`src/rtl/mem_arbiter.sv`:
```
`timescale 1ns/1ps
// ---------------------------------------------------------------------------
// mem_arbiter
//
// Shares one mem_control instance between the instruction-fetch port (f_*)
// and the load/store data port (d_*). Each granted access occupies the
// controller for two cycles: reads are issue + capture, writes are the
// controller's read-modify-write (enable pulse + held operands). Read data
// comes back on the owning port with a registered one-cycle valid pulse.
//
// Handshake: a requester raises *_req_i with its command fields and holds
// them unchanged until the cycle *_gnt_o is high; that cycle is the
// transfer. Grants are combinational from the requests and are only given
// in IDLE, at most one per cycle.
//
// Arbitration: data wins by default; once MAX_DATA_STREAK data grants have
// gone by while fetch was waiting, fetch is forced to win. Stores are only
// eligible when the controller reports mem_wr_ready_i, and a blocked store
// lets a waiting fetch through.
//
// Ports:
//   clk_i, rstn_i                    clock, async active-low reset
//   f_req_i, f_addr_i                fetch request (word read)
//   f_gnt_o, f_rvalid_o, f_rdata_o   fetch grant / read-data return
//   d_req_i, d_we_i, d_acc_i,
//   d_sext_i, d_addr_i, d_wdata_i    data request (load or store)
//   d_gnt_o, d_rvalid_o, d_rdata_o   data grant / load-data return
//   mem_r_en_o, mem_acc_r_o,
//   mem_addr_r_o, mem_sext_o         controller read port
//   mem_data_r_i                     controller read data (capture cycle)
//   mem_wr_en_o, mem_acc_w_o,
//   mem_addr_w_o, mem_data_w_o       controller write port
//   mem_wr_ready_i                   controller can accept a write
//   dbg_state_o                      FSM state (0 IDLE, 1 RD_CAPTURE, 2 WR_HOLD)
// ---------------------------------------------------------------------------
module mem_arbiter #(
    parameter int unsigned MAX_DATA_STREAK = 4
) (
    input  logic        clk_i,
    input  logic        rstn_i,

    input  logic        f_req_i,
    input  logic [31:0] f_addr_i,
    output logic        f_gnt_o,
    output logic        f_rvalid_o,
    output logic [31:0] f_rdata_o,

    input  logic        d_req_i,
    input  logic        d_we_i,
    input  logic [1:0]  d_acc_i,
    input  logic        d_sext_i,
    input  logic [31:0] d_addr_i,
    input  logic [31:0] d_wdata_i,
    output logic        d_gnt_o,
    output logic        d_rvalid_o,
    output logic [31:0] d_rdata_o,

    output logic        mem_r_en_o,
    output logic [1:0]  mem_acc_r_o,
    output logic [31:0] mem_addr_r_o,
    output logic        mem_sext_o,
    input  logic [31:0] mem_data_r_i,

    output logic        mem_wr_en_o,
    output logic [1:0]  mem_acc_w_o,
    output logic [31:0] mem_addr_w_o,
    output logic [31:0] mem_data_w_o,
    input  logic        mem_wr_ready_i,

    output logic [1:0]  dbg_state_o
);

    // Access-size encoding shared with mem_control.
    localparam logic [1:0] ACC_BYTE     = 2'b00;
    localparam logic [1:0] ACC_HALFWORD = 2'b01;
    localparam logic [1:0] ACC_WORD     = 2'b10;

    localparam logic [3:0] STREAK_MAX = 4'(MAX_DATA_STREAK);

    typedef enum logic [1:0] {
        IDLE       = 2'd0,
        RD_CAPTURE = 2'd1,
        WR_HOLD    = 2'd2
    } state_t;

    state_t      state_q, state_d;
    logic        run_q;
    logic [3:0]  streak_q, streak_d;

    // Latched copy of the granted access, replayed in the second cycle.
    logic        lat_is_f_q;
    logic        lat_we_q;
    logic [1:0]  lat_acc_q;
    logic        lat_sext_q;
    logic [31:0] lat_addr_q;
    logic [31:0] lat_wdata_q;

    logic        f_rvalid_q, d_rvalid_q;
    logic [31:0] f_rdata_q, d_rdata_q;

    logic        d_eligible, fetch_forced;
    logic        grant_f, grant_d;
    logic        win_we, win_sext;
    logic [1:0]  win_acc;
    logic [31:0] win_addr, win_wdata;

    // ------------------------------------------------------------------
    // Winner selection. run_q keeps grants off until the first clock edge
    // after reset release, so every output is 0 while reset is asserted
    // without a combinational path from rstn_i.
    // ------------------------------------------------------------------
    always_comb begin
        d_eligible   = d_req_i & (~d_we_i | mem_wr_ready_i);
        fetch_forced = f_req_i & (streak_q == STREAK_MAX);
        grant_f      = 1'b0;
        grant_d      = 1'b0;
        if (run_q && (state_q == IDLE)) begin
            if (fetch_forced) begin
                grant_f = 1'b1;
            end else if (d_eligible) begin
                grant_d = 1'b1;
            end else if (f_req_i) begin
                grant_f = 1'b1;
            end
        end
    end

    // Fetch is always a plain word read.
    always_comb begin
        win_we    = grant_d & d_we_i;
        win_sext  = grant_d & d_sext_i;
        win_acc   = grant_d ? d_acc_i   : ACC_WORD;
        win_addr  = grant_d ? d_addr_i  : f_addr_i;
        win_wdata = grant_d ? d_wdata_i : 32'd0;
    end

    // ------------------------------------------------------------------
    // Next state and controller-port outputs.
    // ------------------------------------------------------------------
    always_comb begin
        state_d      = state_q;
        mem_r_en_o   = 1'b0;
        mem_acc_r_o  = ACC_BYTE;
        mem_addr_r_o = 32'd0;
        mem_sext_o   = 1'b0;
        mem_wr_en_o  = 1'b0;
        mem_acc_w_o  = ACC_BYTE;
        mem_addr_w_o = 32'd0;
        mem_data_w_o = 32'd0;
        case (state_q)
            IDLE: begin
                if (grant_f || grant_d) begin
                    if (win_we) begin
                        mem_wr_en_o  = 1'b1;
                        mem_acc_w_o  = win_acc;
                        mem_addr_w_o = win_addr;
                        mem_data_w_o = win_wdata;
                        state_d      = WR_HOLD;
                    end else begin
                        mem_r_en_o   = 1'b1;
                        mem_acc_r_o  = win_acc;
                        mem_addr_r_o = win_addr;
                        mem_sext_o   = win_sext;
                        state_d      = RD_CAPTURE;
                    end
                end
            end
            RD_CAPTURE: begin
                mem_r_en_o   = 1'b1;
                mem_acc_r_o  = lat_acc_q;
                mem_addr_r_o = lat_addr_q;
                mem_sext_o   = lat_sext_q;
                state_d      = IDLE;
            end
            WR_HOLD: begin
                // Enable already pulsed; operands stay put while the
                // controller finishes its read-modify-write.
                mem_acc_w_o  = lat_acc_q;
                mem_addr_w_o = lat_addr_q;
                mem_data_w_o = lat_wdata_q;
                state_d      = IDLE;
            end
            default: begin
                state_d = IDLE;
            end
        endcase
    end

    // Streak counts data grants taken while fetch waits. Any fetch grant or
    // any cycle without a fetch request starts it over.
    always_comb begin
        streak_d = streak_q;
        if (!f_req_i || grant_f) begin
            streak_d = 4'd0;
        end else if (grant_d && (streak_q != STREAK_MAX)) begin
            streak_d = streak_q + 4'd1;
        end
    end

    // ------------------------------------------------------------------
    // Registers.
    // ------------------------------------------------------------------
    always_ff @(posedge clk_i or negedge rstn_i) begin
        if (!rstn_i) begin
            state_q     <= IDLE;
            run_q       <= 1'b0;
            streak_q    <= 4'd0;
            lat_is_f_q  <= 1'b0;
            lat_we_q    <= 1'b0;
            lat_acc_q   <= ACC_BYTE;
            lat_sext_q  <= 1'b0;
            lat_addr_q  <= 32'd0;
            lat_wdata_q <= 32'd0;
            f_rvalid_q  <= 1'b0;
            d_rvalid_q  <= 1'b0;
            f_rdata_q   <= 32'd0;
            d_rdata_q   <= 32'd0;
        end else begin
            state_q  <= state_d;
            run_q    <= 1'b1;
            streak_q <= streak_d;
            if (grant_f || grant_d) begin
                lat_is_f_q  <= grant_f;
                lat_we_q    <= win_we;
                lat_acc_q   <= win_acc;
                lat_sext_q  <= win_sext;
                lat_addr_q  <= win_addr;
                lat_wdata_q <= win_wdata;
            end
            f_rvalid_q <= (state_q == RD_CAPTURE) &  lat_is_f_q;
            d_rvalid_q <= (state_q == RD_CAPTURE) & ~lat_is_f_q;
            if (state_q == RD_CAPTURE) begin
                if (lat_is_f_q) begin
                    f_rdata_q <= mem_data_r_i;
                end else begin
                    d_rdata_q <= mem_data_r_i;
                end
            end
        end
    end

    assign f_gnt_o     = grant_f;
    assign d_gnt_o     = grant_d;
    assign f_rvalid_o  = f_rvalid_q;
    assign d_rvalid_o  = d_rvalid_q;
    assign f_rdata_o   = f_rdata_q;
    assign d_rdata_o   = d_rdata_q;
    assign dbg_state_o = state_q;

    // lat_we_q only steers the state transition at grant time; it is kept
    // in the latch so the full access record is visible when debugging.
    logic unused_ok;
    assign unused_ok = lat_we_q ^ ACC_HALFWORD[0];

endmodule
```
`config.mk`:
```
export PLATFORM = sky130hd
export DESIGN_NAME = mem_arbiter
export DESIGN_NICKNAME = d
export VERILOG_FILES = /design/src/rtl/mem_arbiter.sv
export SDC_FILE = /design/constraint.sdc
export NUM_CORES = 1
export LEC_CHECK = 0
export BUFFER_PORTS_ARGS = -buffer_cell sky130_fd_sc_hd__buf_2
export CAP_MARGIN = 20
export CELL_PAD_IN_SITES_DETAIL_PLACEMENT = 1
export CELL_PAD_IN_SITES_GLOBAL_PLACEMENT = 1
export CORE_ASPECT_RATIO = 0.7
export CORE_UTILIZATION = 35
export CTS_BUF_LIST = sky130_fd_sc_hd__clkbuf_16
export DETAILED_ROUTE_END_ITERATION = 7
export GPL_ROUTABILITY_DRIVEN = 0
export PLACE_DENSITY_LB_ADDON = 0.1
export SYNTH_ARGS = -nofsm -noshare
export SYNTH_HDL_FRONTEND = slang
export SYNTH_SLANG_ARGS = --single-unit
```
`constraint.sdc`:
```
create_clock -name clk_i -period 2.3 [get_ports clk_i]
set_input_delay 0.23 -clock clk_i [delete_from_list [all_inputs] [get_ports clk_i]]
set_output_delay 0.23 -clock clk_i [all_outputs]
set_load 0.01 [all_outputs]
```
==> out/results.ini, run 1 <==
[final_layout]
antenna_cells=0
area_growth_pct=48.3
final_nets=1105
fin_area_um2=10200
drive_above_1_share=0.517
final_util=0.535

[place]
pre_cts_ws_ns=0.00445
place_area_um2=8930
dp_hpwl_um=18400
io_buffers=309

[worst_setup_path]
required_ns=2.07
r2r_start=dbg_state_o[1]$_DFFE_PN0P_
crit_buf_inv=4
critical_path.endpoint_type=output pin
critPathSlowestCell=dfrtp_1
crit_type=flip-flop to output pin
path_cells=inv_2 > ha_4 > nand4b_1 > and3_4 > a311oi_4 > buf_6 > buf_12 > a22o_1 > buf_2
slowest_delay_ns=0.40
critPathLaunchType=flip-flop
reg2reg_depth=8
reg2reg_to=lat_addr_q[9]$_DFFE_PN0N_
crit_family=buffers and inverters
cp.depth=9
r2r_slack_ns=0.08
path_max_fanout=5
arrival_ns=2.36

[floorplan]
start_util=0.361
pin_count=310
core_um2=19100
dieHeight_um=119
design.die.area_um2=20200
die_x_um=170
rows=42

[synth]
avgSynthCellArea_um2=10.9
ys_seq_area_frac=0.513
synth_edf_count=0
ys_warn_count=0
synth-seq-cells=141
synth_ff_type=dfrtp_1
synth_cell_type_count=39
synthesis.nets=771
syn_inst=632
synth_most_common_cell=dfrtp_1
synth_area_leaders=dfrtp_1, a22o_1, mux2_2
netlist_area_um2=6880
async_flop_share=1.00
yosys-top-cells-count=dfrtp_1, a22o_1, nand2_1
yosys.area.top_type_share=0.513
yosys.area.top_type=dfrtp_1

[route]
num_vias=6868
viasPerCell=5.53
wl_per_cell_um=22.2
ant_nets=0
drt_drc_violations_left=0
dr.pass1.iters=5
routed_wl_um=27600
drt_iter0_markers=435

[sta]
worstMarginPinSlew_ns=0.592
finClkSkew_ns=0.0117
fin_crit_sh=1.13
timing.final.ws_setup_ns=-0.293
max_freq_ghz=0.386
tns_ns=-21.96
setup_viol=104
slew_violations=0
maxSlewHeadroom=0.605
grt_setup_unrepaired=true
min_period_ns=2.59
final_hold_viol_count=0

[power_and_ir_drop]
p_sw_uw=3360
powerDensity_nw_per_um2=959
p_seq_frac=0.391
peakVddDrop_mv=0.536
internal_power_uw=6430
power_frac_comb=0.321
clock_power_share=0.288
p_sw_frac=0.343
p_leak_uw=0.00505

[global_route]
grt_pass1_wl_um=42100
grt.total_usage=0.275
antenna_found_initial=1
grt-ovfl-total=0
grt_pass1_vias=7313
grt_start_max_net_pins=59

[job]
cap_violations=0

[cts]
clk_pin_slew_ns=0.07
tritoncts=built
ctsHtreeMaxLevel=4
clk_latency_ns=0.43
cts_sinks=141
ctsLongestPathBuffers=2
clock_tree.root_cell=clkbuf_16
cts_made_buffers=17

[status]
violations=setup timing
outcome=complete, but fails checks

[worst_hold_path]
hold_path.class=input pin to flip-flop
hold_depth=2
worstHoldEndpoint=d_rdata_o[16]$_DFFE_PN0P_
hold_start=mem_data_r_i[16]

-- power groups by stage --
stage / Clock (µW) / Sequential (µW) / Combinational (µW)
floorplan: 0 / 4040 / 1270
global placement: 0 / 3780 / 2830
detailed placement: 0 / 3850 / 2940
CTS: 2880 / 3830 / 3110
global route: 2960 / 3920 / 3390
finish: 2820 / 3820 / 3150
-- final cells by class --
type,count,area [µm²]
Tap cell,264,330
Multi-Input combinational cell,430,3260
Sequential cell,141,3530
Clock inverter,15,174
Inverter,7,41.3
Timing Repair Buffer,368,2440
Timing Repair inverter,1,8.76
Fill cell,2166,8870
Clock buffer,17,425
-- registers in the layout, summed over array words and instances (netlist names) --
signal	count
lat_addr_q	32
streak_q	4
d_rvalid_o	1
lat_acc_q	2
lat_is_f_q	1
lat_sext_q	1
f_rvalid_o	1
dbg_state_o	2
run_q	1
lat_wdata_q	32
f_rdata_o	32
d_rdata_o	32
-- kinds of logic (layout without fill, tap and decap cells) --
group / count (synthesis) / count (layout) / share of synthesized area
AOI/OAI and AO/OA: 219 / 222 / 0.244
DFF: 141 / 141 / 0.513
and+or+nand+nor: 141 / 141 / 0.0884
muxes: 64 / 64 / 0.105
buffers and inverters: 64 / 408 / 0.0464
adders and majority gates: 2 / 2 / 0.00364
other: 1 / 1 / 0.000545
-- layer usage --
metal,GRT usage,wire (µm),vias up
met5,0,10,-
met4,0.0777,390,2
met3,0.0751,1830,32
met2,0.448,13500,248
met1,0.356,11900,3534
li1,-,-,3052
-- what timing repair did --
item / CTS / global route
endpoints found under the hold margin: 55 / 0
pin swaps: 42 / 13
cloned: 9 / 2
gates resized for setup: 54 / 25
buffers inserted: 12 / 3
hold buffers: 1 / 0
endpoints found under the setup margin: 105 / 153
-- how the worst max path moves through the flow --
stage                                     from          endpoint  slack, ns
floorplan           dbg_state_o[0]$_DFFE_PN0P_   mem_addr_r_o[0]       0.08
global placement    dbg_state_o[0]$_DFFE_PN0P_  mem_addr_r_o[20]       0.12
detailed placement  dbg_state_o[0]$_DFFE_PN0P_  mem_addr_r_o[24]      0.004
CTS                 dbg_state_o[1]$_DFFE_PN0P_  mem_addr_r_o[20]      -0.23
global route           streak_q[0]$_DFFE_PN0P_   mem_addr_r_o[7]      -0.36
finish                 streak_q[0]$_DFFE_PN0P_  mem_addr_r_o[24]      -0.29
-- through the flow --
step | cells | power, µW | hold WS (ns)
floorplan | 632 | 5310 | -0.0656
global placement | 1184 | 6610 | 0.226
detailed placement | 1184 | 6790 | 0.239
CTS | 1238 | 9810 | 0.0298
global route | 1243 | 10300 | 0.0270
finish | 1243 | 9790 | 0.0464
-- cells in the final DEF, fill, tap and decap left out, drive strengths merged, types with 2 or more instances in the layout --
| cell type | n |
|---|---|
| o21ai | 23 |
| mux2 | 64 |
| inv | 15 |
| dfrtp | 141 |
| nor2 | 15 |
| nor3b | 2 |
| a31oi | 23 |
| clkbuf | 19 |
| nand3 | 3 |
| nor2b | 3 |
| a22oi | 23 |
| bufbuf | 2 |
| nand2b | 2 |
| and3 | 3 |
| clkinv | 7 |
| a21oi | 22 |
| a32o | 2 |
| nor3 | 22 |
| nand2 | 86 |
| ha | 2 |
| a22o | 124 |
| buf | 363 |
Power figures use the tool's default switching activity.
==> run 2, diff against run 1 <==
Settings changed: CELL_PAD_IN_SITES_GLOBAL_PLACEMENT 1 to 2, CORE_UTILIZATION 35 to 28.
==> out/results.ini, run 2 (synthesis results as in run 1) <==
[global_route]
grt_start_max_net_pins=51  ; -14%
grt_pass1_vias=7638  ; +4.4%
grt-ovfl-total=0  ; unchanged
grt_pass1_wl_um=45300  ; +7.4%
antenna_found_initial=2  ; +1
grt.total_usage=0.235  ; -0.0392

[cts]
ctsLongestPathBuffers=2  ; unchanged
ctsHtreeMaxLevel=4  ; unchanged
clk_latency_ns=0.43  ; about the same
clk_pin_slew_ns=0.06  ; about the same
tritoncts=built
clock_tree.root_cell=clkbuf_16
cts_sinks=141  ; unchanged
cts_made_buffers=17  ; unchanged

[route]
num_vias=6993  ; +1.8%
ant_nets=0  ; unchanged
viasPerCell=5.31  ; -3.8%
drt_iter0_markers=346  ; -20%
drt_drc_violations_left=0  ; unchanged
routed_wl_um=29800  ; +8.0%
dr.pass1.iters=4  ; -1
wl_per_cell_um=22.7  ; +2.0%

[place]
pre_cts_ws_ns=-0.0456  ; -0.0500 ns
dp_hpwl_um=19200  ; +4.4%
io_buffers=309  ; unchanged
place_area_um2=8960  ; +0.34%
dp_cells=1238  ; +4.6%

[worst_setup_path]
slowest_delay_ns=0.40  ; about the same
crit_family=simple AND/OR/NAND/NOR gates
required_ns=2.07  ; about the same
critPathLaunchType=flip-flop
critPathSlowestCell=dfrtp_1
critical_path.endpoint_type=output pin
crit_buf_inv=4  ; unchanged
path_cells=inv_2 > ha_4 > nand4b_1 > and3_4 > and3_4 > buf_12 > buf_16 > a22o_1 > buf_2
path_max_fanout=8  ; +3
reg2reg_depth=14  ; +6
crit_top_cell=and3_4
crit_type=flip-flop to output pin
arrival_ns=2.38  ; +0.02 ns
cp.depth=9  ; unchanged

[final_layout]
num-fill-cells=2656  ; +23%
fin_area_um2=10700  ; +4.9%
seqCellArea_um2=3530  ; unchanged
final_nets=1122  ; +1.5%
multi_input_area_um2=3330  ; +2.4%
drive_above_1_share=0.540  ; +0.0228
final_cells=1316  ; +5.9%
final_cell_mix=buf_2, dfrtp_1, a22o_1, nand2_1, mux2_2
mostFrequentLayoutCell=buf_2
area_growth_pct=55.5

[floorplan]
pin_count=310  ; unchanged
start_util=0.288  ; -0.0725
rows=47  ; +12%
core_um2=23900  ; +25%
die_x_um=189  ; +12%
dieHeight_um=133  ; +12%
design.die.area_um2=25200  ; +25%

[worst_hold_path]
hold_depth=2  ; unchanged
hold_path.class=input pin to flip-flop

[status]
violations=setup timing
outcome=complete, but fails checks

[power_and_ir_drop]
powerDensity_nw_per_um2=960  ; about the same
p_leak_uw=0.00524  ; +3.8%
peakVddDrop_mv=0.547  ; +2.0%

[sta]
max_freq_ghz=0.383  ; -0.71%
grt_setup_unrepaired=true
timing.final.ws_setup_ns=-0.312  ; -0.0186 ns
final_hold_viol_count=0  ; unchanged
min_period_ns=2.61  ; +0.0186 ns
fin_crit_sh=1.14  ; +0.00809
slew_violations=0  ; unchanged
setup_viol=137  ; +32%
finClkSkew_ns=0.00680  ; -0.00489 ns
worstMarginPinSlew_ns=0.503  ; -0.0888 ns
maxSlewHeadroom=0.665  ; +0.0592

[job]
cap_violations=0  ; unchanged

-- run 2: repair_timing --
| item | CTS | global route |
|---|---|---|
| hold buffers | 1 | 0 |
| setup endpoints to repair | 106 | 161 |
| gates resized for setup | 77 | 25 |
| buffers inserted | 21 | 5 |
| pin swaps | 62 | 29 |
| cloned | 12 | 8 |
| hold endpoints to repair | 46 | 0 |
-- run 2: metrics by stage --
| step | power, µW | setup TNS (ns) | hold slack (ns) | utilization |
|---|---|---|---|---|
| 4_1_cts | 10300 | -21.39 | 0.0167 | 0.436 |
| 3_5_place_dp | 6800 | -0.387 | 0.203 | 0.375 |
| 6_report | 10300 | -26.30 | 0.0420 | 0.448 |
| 5_1_grt | 10800 | -36.69 | 0.0243 | 0.448 |
| 2_1_floorplan | 5310 | 0 | -0.0656 | - |
| 3_3_place_gp | 6680 | 0 | 0.190 | 0.375 |
-- run 2: routing by layer --
layer  GRT usage  up-vias  part of all wire
met3      0.0732       48             0.076
met2       0.362      276              0.45
met5           0        -                 0
met1       0.313     3568              0.45
li1            -     3101                 -
met4      0.0797        0             0.021
-- run 2: final cells by class --
class,instances,share of cell area
antenna,3,0.000702
clock buffer,17,0.0398
clock inverter,14,0.0226
inverter,7,0.00479
multi-input combinational,430,0.312
sequential,141,0.330
tap,318,0.0372
timing repair buffer,385,0.253
timing repair inverter,1,0.000818
-- run 2: power by group --
part	switching [µW]	internal, µW	leakage [µW]	total [µW]
Combinational	1640	1620	0.00322	3260
Sequential	513	3320	0.00169	3830
Clock	1140	2030	0.000324	3180
-- run 2: worst register-to-register path: stages (launching register included) --
cell and delay, ns:
dfrtp_1 0.40, inv_2 0.09, ha_4 0.13, nand4b_1 0.15, buf_4 0.18, nand4_1 0.08
buf_6 0.17, inv_12 0.06, buf_4 0.15, bufbuf_16 0.27, buf_6 0.12, nor2_4 0.09
buf_12 0.15, clkbuf_16 0.16, a22o_1 0.13
-- run 2: worst paths after layout --
check | from | slack (ns) | end
hold reg to reg | lat_wdata_q[21]$_DFFE_PN0N_ | 0.50 | lat_wdata_q[21]$_DFFE_PN0N_
setup / recovery | streak_q[0]$_DFFE_PN0P_ | -0.31 | mem_data_w_o[5]
min in group asynchronous | rstn_i | 0.30 | lat_addr_q[25]$_DFFE_PN0N_
hold / removal | d_wdata_i[30] | 0.04 | lat_wdata_q[30]$_DFFE_PN0N_
setup reg to reg | streak_q[0]$_DFFE_PN0P_ | -0.09 | lat_wdata_q[11]$_DFFE_PN0N_
max in group asynchronous | rstn_i | 1.28 | d_rdata_o[7]$_DFFE_PN0P_
